===== src/rtl/vector_op_master.sv =====
// vector_op_master: command/operand marshalling front-end for the vector add/sub engine.
// Packs serial A/B elements into 6-lane vectors, runs the start/done handshake, streams C back out.
`default_nettype none

module vector_op_master #(
  parameter int ELEM_W  = 32,
  parameter int TIMEOUT = 1024
) (
  input  logic                clk_i,
  input  logic                rst_ni,
  input  logic                cmd_valid_i,
  output logic                cmd_ready_o,
  input  logic                cmd_len_i,
  input  logic                cmd_op_i,
  input  logic                in_valid_i,
  output logic                in_ready_o,
  input  logic [ELEM_W-1:0]   in_data_i,
  output logic                eng_start_o,
  output logic                eng_length_o,
  output logic                eng_operation_o,
  output logic [ELEM_W*6-1:0] eng_a_o,
  output logic [ELEM_W*6-1:0] eng_b_o,
  input  logic                eng_done_i,
  input  logic [ELEM_W*6-1:0] eng_c_i,
  output logic                out_valid_o,
  input  logic                out_ready_i,
  output logic [ELEM_W-1:0]   out_data_o,
  output logic                out_last_o,
  output logic                busy_o,
  output logic                err_o
);

  localparam int P  = ELEM_W * 6;
  localparam int TW = $clog2(TIMEOUT);

  typedef enum logic [2:0] {
    IDLE      = 3'd0,
    LOAD_A    = 3'd1,
    LOAD_B    = 3'd2,
    WAIT_DONE = 3'd3,
    DRAIN     = 3'd4
  } state_t;

  state_t          state_q, state_d;
  logic [2:0]      idx_q, idx_d;
  logic            len_q, len_d;
  logic            op_q, op_d;
  logic            start_q, start_d;
  logic [TW-1:0]   tmo_q, tmo_d;
  logic [P-1:0]    a_q, a_d;
  logic [P-1:0]    b_q, b_d;
  logic [P-1:0]    c_q, c_d;

  logic            last_lane;
  int              lane_lsb;

  assign last_lane = (idx_q == (len_q ? 3'd5 : 3'd3));
  assign lane_lsb  = int'(idx_q) * ELEM_W;

  always_ff @(posedge clk_i or negedge rst_ni) begin
    if (!rst_ni) begin
      state_q <= IDLE;
      idx_q   <= '0;
      len_q   <= 1'b0;
      op_q    <= 1'b0;
      start_q <= 1'b0;
      tmo_q   <= '0;
      a_q     <= '0;
      b_q     <= '0;
      c_q     <= '0;
    end else begin
      state_q <= state_d;
      idx_q   <= idx_d;
      len_q   <= len_d;
      op_q    <= op_d;
      start_q <= start_d;
      tmo_q   <= tmo_d;
      a_q     <= a_d;
      b_q     <= b_d;
      c_q     <= c_d;
    end
  end

  // A lingering eng_done from the previous job must clear before a new command is taken.
  assign cmd_ready_o = (state_q == IDLE) && !eng_done_i;

  always_comb begin
    state_d     = state_q;
    idx_d       = idx_q;
    len_d       = len_q;
    op_d        = op_q;
    start_d     = start_q;
    tmo_d       = tmo_q;
    a_d         = a_q;
    b_d         = b_q;
    c_d         = c_q;
    in_ready_o  = 1'b0;
    out_valid_o = 1'b0;
    out_data_o  = '0;
    out_last_o  = 1'b0;
    err_o       = 1'b0;

    case (state_q)
      IDLE: begin
        if (cmd_valid_i && cmd_ready_o) begin
          len_d   = cmd_len_i;
          op_d    = cmd_op_i;
          a_d     = '0;
          b_d     = '0;
          idx_d   = '0;
          state_d = LOAD_A;
        end
      end
      LOAD_A: begin
        in_ready_o = 1'b1;
        if (in_valid_i) begin
          a_d[lane_lsb +: ELEM_W] = in_data_i;
          if (last_lane) begin
            idx_d   = '0;
            state_d = LOAD_B;
          end else begin
            idx_d = idx_q + 3'd1;
          end
        end
      end
      LOAD_B: begin
        in_ready_o = 1'b1;
        if (in_valid_i) begin
          b_d[lane_lsb +: ELEM_W] = in_data_i;
          if (last_lane) begin
            idx_d   = '0;
            start_d = 1'b1;
            tmo_d   = '0;
            state_d = WAIT_DONE;
          end else begin
            idx_d = idx_q + 3'd1;
          end
        end
      end
      WAIT_DONE: begin
        // Done takes priority over an expiring timeout in the same cycle.
        if (eng_done_i) begin
          c_d     = eng_c_i;
          start_d = 1'b0;
          idx_d   = '0;
          state_d = DRAIN;
        end else if (tmo_q == TW'(TIMEOUT - 1)) begin
          err_o   = 1'b1;
          start_d = 1'b0;
          state_d = IDLE;
        end else begin
          tmo_d = tmo_q + 1'b1;
        end
      end
      DRAIN: begin
        out_valid_o = 1'b1;
        out_data_o  = c_q[lane_lsb +: ELEM_W];
        out_last_o  = last_lane;
        if (out_ready_i) begin
          if (last_lane) begin
            idx_d   = '0;
            state_d = IDLE;
          end else begin
            idx_d = idx_q + 3'd1;
          end
        end
      end
      default: state_d = IDLE;
    endcase
  end

  assign eng_start_o     = start_q;
  assign eng_length_o    = len_q;
  assign eng_operation_o = op_q;
  assign eng_a_o         = a_q;
  assign eng_b_o         = b_q;
  assign busy_o          = (state_q != IDLE);

endmodule

`default_nettype wire


===== config.mk =====
export PLATFORM = sky130hd
export DESIGN_NAME = vector_op_master
export DESIGN_NICKNAME = d
export VERILOG_FILES = /design/src/rtl/vector_op_master.sv
export SDC_FILE = /design/constraint.sdc
export NUM_CORES = 1
export LEC_CHECK = 0
export CORE_AREA = 2 2 254 256
export DETAILED_ROUTE_END_ITERATION = 10
export DIE_AREA = 0 0 256 258
export GPL_TIMING_DRIVEN = 0
export MAX_ROUTING_LAYER = met4
export PLACE_DENSITY = 0.69
export SLEW_MARGIN = 20
export SYNTH_ARGS = -nofsm -noshare
export SYNTH_HDL_FRONTEND = slang
export SYNTH_SLANG_ARGS = --single-unit

===== constraint.sdc =====
create_clock -name clk_i -period 7.2 [get_ports clk_i]
set_clock_uncertainty 0.05 [all_clocks]
set_input_delay 1.44 -clock clk_i [delete_from_list [all_inputs] [get_ports clk_i]]
set_output_delay 1.44 -clock clk_i [all_outputs]
set_load 0.05 [all_outputs]

; ---- After elaboration in Yosys (flattened, before gate mapping)
; Cells that the tools add are included.
[word_totals]
register_bits = 595
latch_bits = 0
ramBits = 0
mem_bits_ro = 0
output_inout_bits = 425
elab_cells = 92
n_memories = 0
[classes]
n_addsub = 3
mul = 0
div_mod_pow = 0
n_lt_le_gt_ge = 0
n_eq_ne = 18
n_shift = 3
mux = 41
n_bitwise = 0
n_reduce_logical = 18
[ops]
columns = cell, n
row1 = 192-bit one-hot mux with 2 select lines, 2
row2 = 192-bit two-way mux, 3
row3 = 192-bit bitwise mux, 2
row4 = 32-bit by 33-bit variable shift with 192-bit output (first input constant), 1
row5 = 192-bit by 9-bit variable part select with 32-bit output, 1
row6 = 32-bit by 33-bit variable part select with 192-bit output, 1
row7 = 3-bit two-way mux, 15
row8 = 10-bit two-way mux, 4
row9 = 8-bit negation with 33-bit output, 1
row10 = 32-bit two-way mux, 1
row11 = 10-bit one-hot mux with 2 select lines, 1
row12 = 2-bit inequality test (second input constant), 9
row13 = 3-bit one-hot mux with 5 select lines, 1
row14 = 3-bit one-hot mux with 4 select lines, 1
row15 = 10-bit by 1-bit adder with 10-bit output (second input constant), 1
row16 = 10-bit equality test (second input constant), 1
row17 = 1-bit two-way mux, 10
row18 = 5-bit AND reduction, 2
row19 = 8-bit AND reduction, 1
row20 = 3-bit by 2-bit equality test with 1-bit output (second input constant), 2
row21 = 3-bit AND reduction, 2
row22 = 2-bit nonzero test, 3
row23 = 2-bit by 1-bit inequality test with 1-bit output (second input constant), 2
row24 = 2-bit AND reduction, 2
row25 = 13 further kinds, 14

; ---- Depth between registers and ports, before layout
[logic_depth]
word_depth = 5
depth_mapped = 13
depth_no_buf = 8

; ---- Worst setup path before layout
; No wires, ideal clock.
[synth_path]
kind = input to output
start = input port eng_done_i
end = output port err_o
t_arrival_ps = 2354
path_slack_ps = 3356
cell_stages = 2
path_buffers = 0
cell_sequence = nand4bb_1 nor2_1
[synth_between]
elab_chain_cells = 2
[synth_rtl]
columns = item, line
row1 = from (decl), 23  ; input logic eng_done_i,
row2 = 1-bit two-way mux, 142  ; if (eng_done_i) begin
row3 = 1-bit two-way mux, 103  ; case (state_q)
row4 = to (decl), 30  ; output logic err_o
; No other way between the ends.

; ---- Worst setup path after layout
[layout_path]
start = register idx_q[0]
end = output port out_data_o[17]
[layout_between]
elab_chain_cells = 2
[layout_rtl]
columns = item, line
row1 = from (decl), 45  ; logic [2:0] idx_q, idx_d;
row2 = from (signal assigned), 73  ; idx_q <= idx_d;
row3 = 192-bit by 9-bit variable part select with 32-bit output, 157  ; out_data_o = c_q[lane_lsb +: ELEM_W];
row4 = 32-bit two-way mux, 103
row5 = to (decl), 27  ; output logic [ELEM_W-1:0] out_data_o,
; No other way between the ends.

==> results.json <==
{
  "num_vias": 19433,
  "finalMaxSlewViolations": 0,
  "root_buffer": "clkbuf_16",
  "rows": 93,
  "cts_buffers": 67,
  "detail-route-antenna-nets": 0,
  "layout_min_cycle_time_ns": 5.275,
  "ctsHoldBuffers": 0,
  "p_per_area_nw_per_um2": 408.0,
  "hold_viol_final": 0,
  "start_util_pct": 38.01,
  "place_ws_ns": 2.252,
  "io_pins": 657,
  "grt.total_usage_pct": 28.35,
  "fillCellCount": 5417,
  "clock_sinks": 595,
  "holdPathStages": 2,
  "layout_worst_path_cycle_share_pct": 73.26,
  "path_buf_inv": 5,
  "syn-num-nets": 2158,
  "crit_required_ns": 5.71,
  "leakage_nw": 14.71,
  "grt_pass1_wl_um": 134300,
  "syn_avg_cell_area_um2": 12.59,
  "cp-end-kind": "primary output",
  "drc": 0,
  "drt_iter0_drc": 1575,
  "synth_edf_count": 0,
  "route.met3.wl_um": 7930,
  "first_pass_iters": 5,
  "dp_hpwl_um": 72000,
  "whs_endpoint": "eng_b_o[38]$_DFFE_PN0P_",
  "die_w_um": 256,
  "grt_pass1_vias": 20070,
  "mostFrequentLayoutCells": "clkdlybuf4s50_1, dfrtp_1, o21ai_0, mux2_2, nand3_1",
  "worstPathMaxFanout": 10,
  "r2r-start": "idx_q[1]$_DFFE_PN0P_",
  "ys_ff_latch": 595,
  "wl_per_cell_um": 25.96,
  "timing.slew.headroom_pct": 23.06,
  "hp-class": "flop to flop",
  "ir_drop_uv": 189.1,
  "min_from": "eng_b_o[38]$_DFFE_PN0P_",
  "yosysUniqueCellTypes": 51,
  "cts_tree": "yes",
  "status": "completed",
  "drive_gt1_share_pct": 16.52,
  "syn_area_um2": 24190,
  "path_class": "flop to primary output",
  "syn_inst": 1921,
  "post_cts_buffers": 0,
  "rsz0062_at_grt": "false",
  "core_um2": 63650,
  "vias_per_cell": 5.456,
  "worst_hold_slack_ns": 0.4261,
  "overflow": 0,
  "htreeDepth": 3,
  "antenna_found_initial": 7,
  "cts_buffer_depth": 3,
  "final_common_cell": "clkdlybuf4s50_1",
  "fin_ws_ns": 1.925,
  "async_flop_share_pct": 100.0,
  "path_common_cell": "buf_2",
  "clkTransAtPathRegs_ns": 0.06,
  "worstPathCellList": "buf_2 > buf_2 > buf_2 > buf_4 > mux2_2 > a22oi_1 > nor2_1 > clkdlybuf4s50_1",
  "synth_flop_cell": "dfrtp_1",
  "r2r_slack_ns": 2.71,
  "routabilityCongestion": 0.9413,
  "finalNetCount": 2889,
  "setup_viol": 0,
  "cap_violations": 0,
  "tightest_slew_ns": 1.154,
  "cp.arrival_ns": 3.78,
  "dr_wl_met2_um": 47130,
  "io_buffers": 656,
  "crit_slowest_cell": "clkdlybuf4s50_1",
  "grt_max_degree": 104,
  "totalWireLength_um": 92480,
  "max_stage_delay_ns": 0.87,
  "yosysSeqAreaShare_pct": 61.55,
  "synth.yosys.warnings": 0,
  "area_growth_pct": 41.33,
  "cp_top_family": "buffers and inverters",
  "fmax_ghz": 0.1896,
  "startpoint_type": "flop",
  "cts_resized": 0,
  "die_y_um": 258,
  "fin_setup_tns_ns": 0,
  "clkLatencyLatePin_ns": 0.59,
  "r2r_end": "eng_b_o[98]$_DFFE_PN0P_",
  "r2r_cells": 11,
  "top_layer": "met4",
  "die_area_um2": 66050,
  "wl_met1_um": 33350,
  "final_core_utilization_pct": 53.71
}
[sequential cells by signal (all words and copies together) (netlist names)]
register and flops:
c_q 192, eng_a_o 192, eng_b_o 192, tmo_q 10, idx_q 3, state_q 3, eng_length_o 1, eng_operation_o 1
eng_start_o 1
[power by group]
part	switching (mW)	leakage [nW]	internal (mW)
sequential	0.594	8.03	4.26
combinational	3.59	5.61	2.12
clock	1.38	1.07	2.00
[Yosys cell counts (5+ instances only)]
master / n / area share, %
dfrtp_1: 595 / 62
o21ai_0: 231 / 4.8
mux2_2: 226 / 11
nand3_1: 167 / 3.5
nand2_1: 152 / 2.4
clkbuf_1: 87 / 1.3
a22o_1: 65 / 2.4
a32o_1: 64 / 2.6
nor2_1: 49 / 0.76
buf_2: 43 / 0.89
o21ai_1: 40 / 0.83
nand2b_1: 38 / 0.98
a22oi_1: 32 / 0.99
mux4_2: 32 / 3.0
buf_6: 18 / 0.84
buf_4: 6 / 0.19
a21oi_1: 5 / 0.10
buf_1: 5 / 0.078
ha_1: 5 / 0.26
nand4_1: 5 / 0.13
[layer usage]
metal / up-vias / track usage (%)
met5: - / -
met4: 0 / 11.91
met3: 210 / 9.217
met2: 848 / 48.48
met1: 9917 / 30.27
li1: 8458 / -
[worst reg2reg max path, delay by kind of cell, from the launching register on]
family | cells | cell delay, ns
and+or+nand+nor | 2 | 0.34
AOI/OAI and AO/OA | 2 | 0.84
DFF | 1 | 0.38
adders and majority gates | 2 | 0.47
buffers and inverters | 5 | 2.34
[kinds of logic after synthesis]
group / count (synthesis) / share of synthesized area [%]
AO/OA/AOI/OAI: 447 / 12.04
XOR/XNOR: 4 / 0.1448
adder cells (fa/ha/maj): 5 / 0.2586
buffers and inverters: 163 / 3.403
flip-flops: 595 / 61.55
multiplexers: 260 / 13.58
AND/OR/NAND/NOR: 447 / 9.020
[through the flow]
step           power, mW  cell area, um2  std cells
2_1_floorplan      8.341           24190       1921
3_3_place_gp       10.50           31830       3432
3_5_place_dp       10.63           32000       3438
4_1_cts            14.03           34170       3554
5_1_grt            14.51           34190       3561
6_report           13.95           34190       3562
[how the worst max path moves through the flow]
stage | start | endpoint | depth (start not counted)
2_1_floorplan | eng_done_i | err_o | 2
3_3_place_gp | rst_ni | eng_b_o[6]$_DFFE_PN0P_ | 1
3_5_place_dp | eng_done_i | err_o | 4
4_1_cts | idx_q[0]$_DFFE_PN0P_ | out_data_o[17] | 8
5_1_grt | idx_q[0]$_DFFE_PN0P_ | out_data_o[17] | 8
6_report | idx_q[0]$_DFFE_PN0P_ | out_data_o[17] | 8
[layout make-up]
cell class / count / area (um2) / area share [%]
well taps: 855 / 1070 / 3.129
plain buffers: 159 / 808.3 / 2.364
inverters: 4 / 15.01 / 0.04392
multi-input cells: 1163 / 8478 / 24.80
flip-flops and latches: 595 / 14890 / 43.55
clock buffers: 101 / 2009 / 5.878
repair buffers: 662 / 6736 / 19.70
clock inverters: 15 / 161.4 / 0.4721
diodes: 8 / 20.02 / 0.05856
No activity file was read; power rests on OpenSTA's default activity.
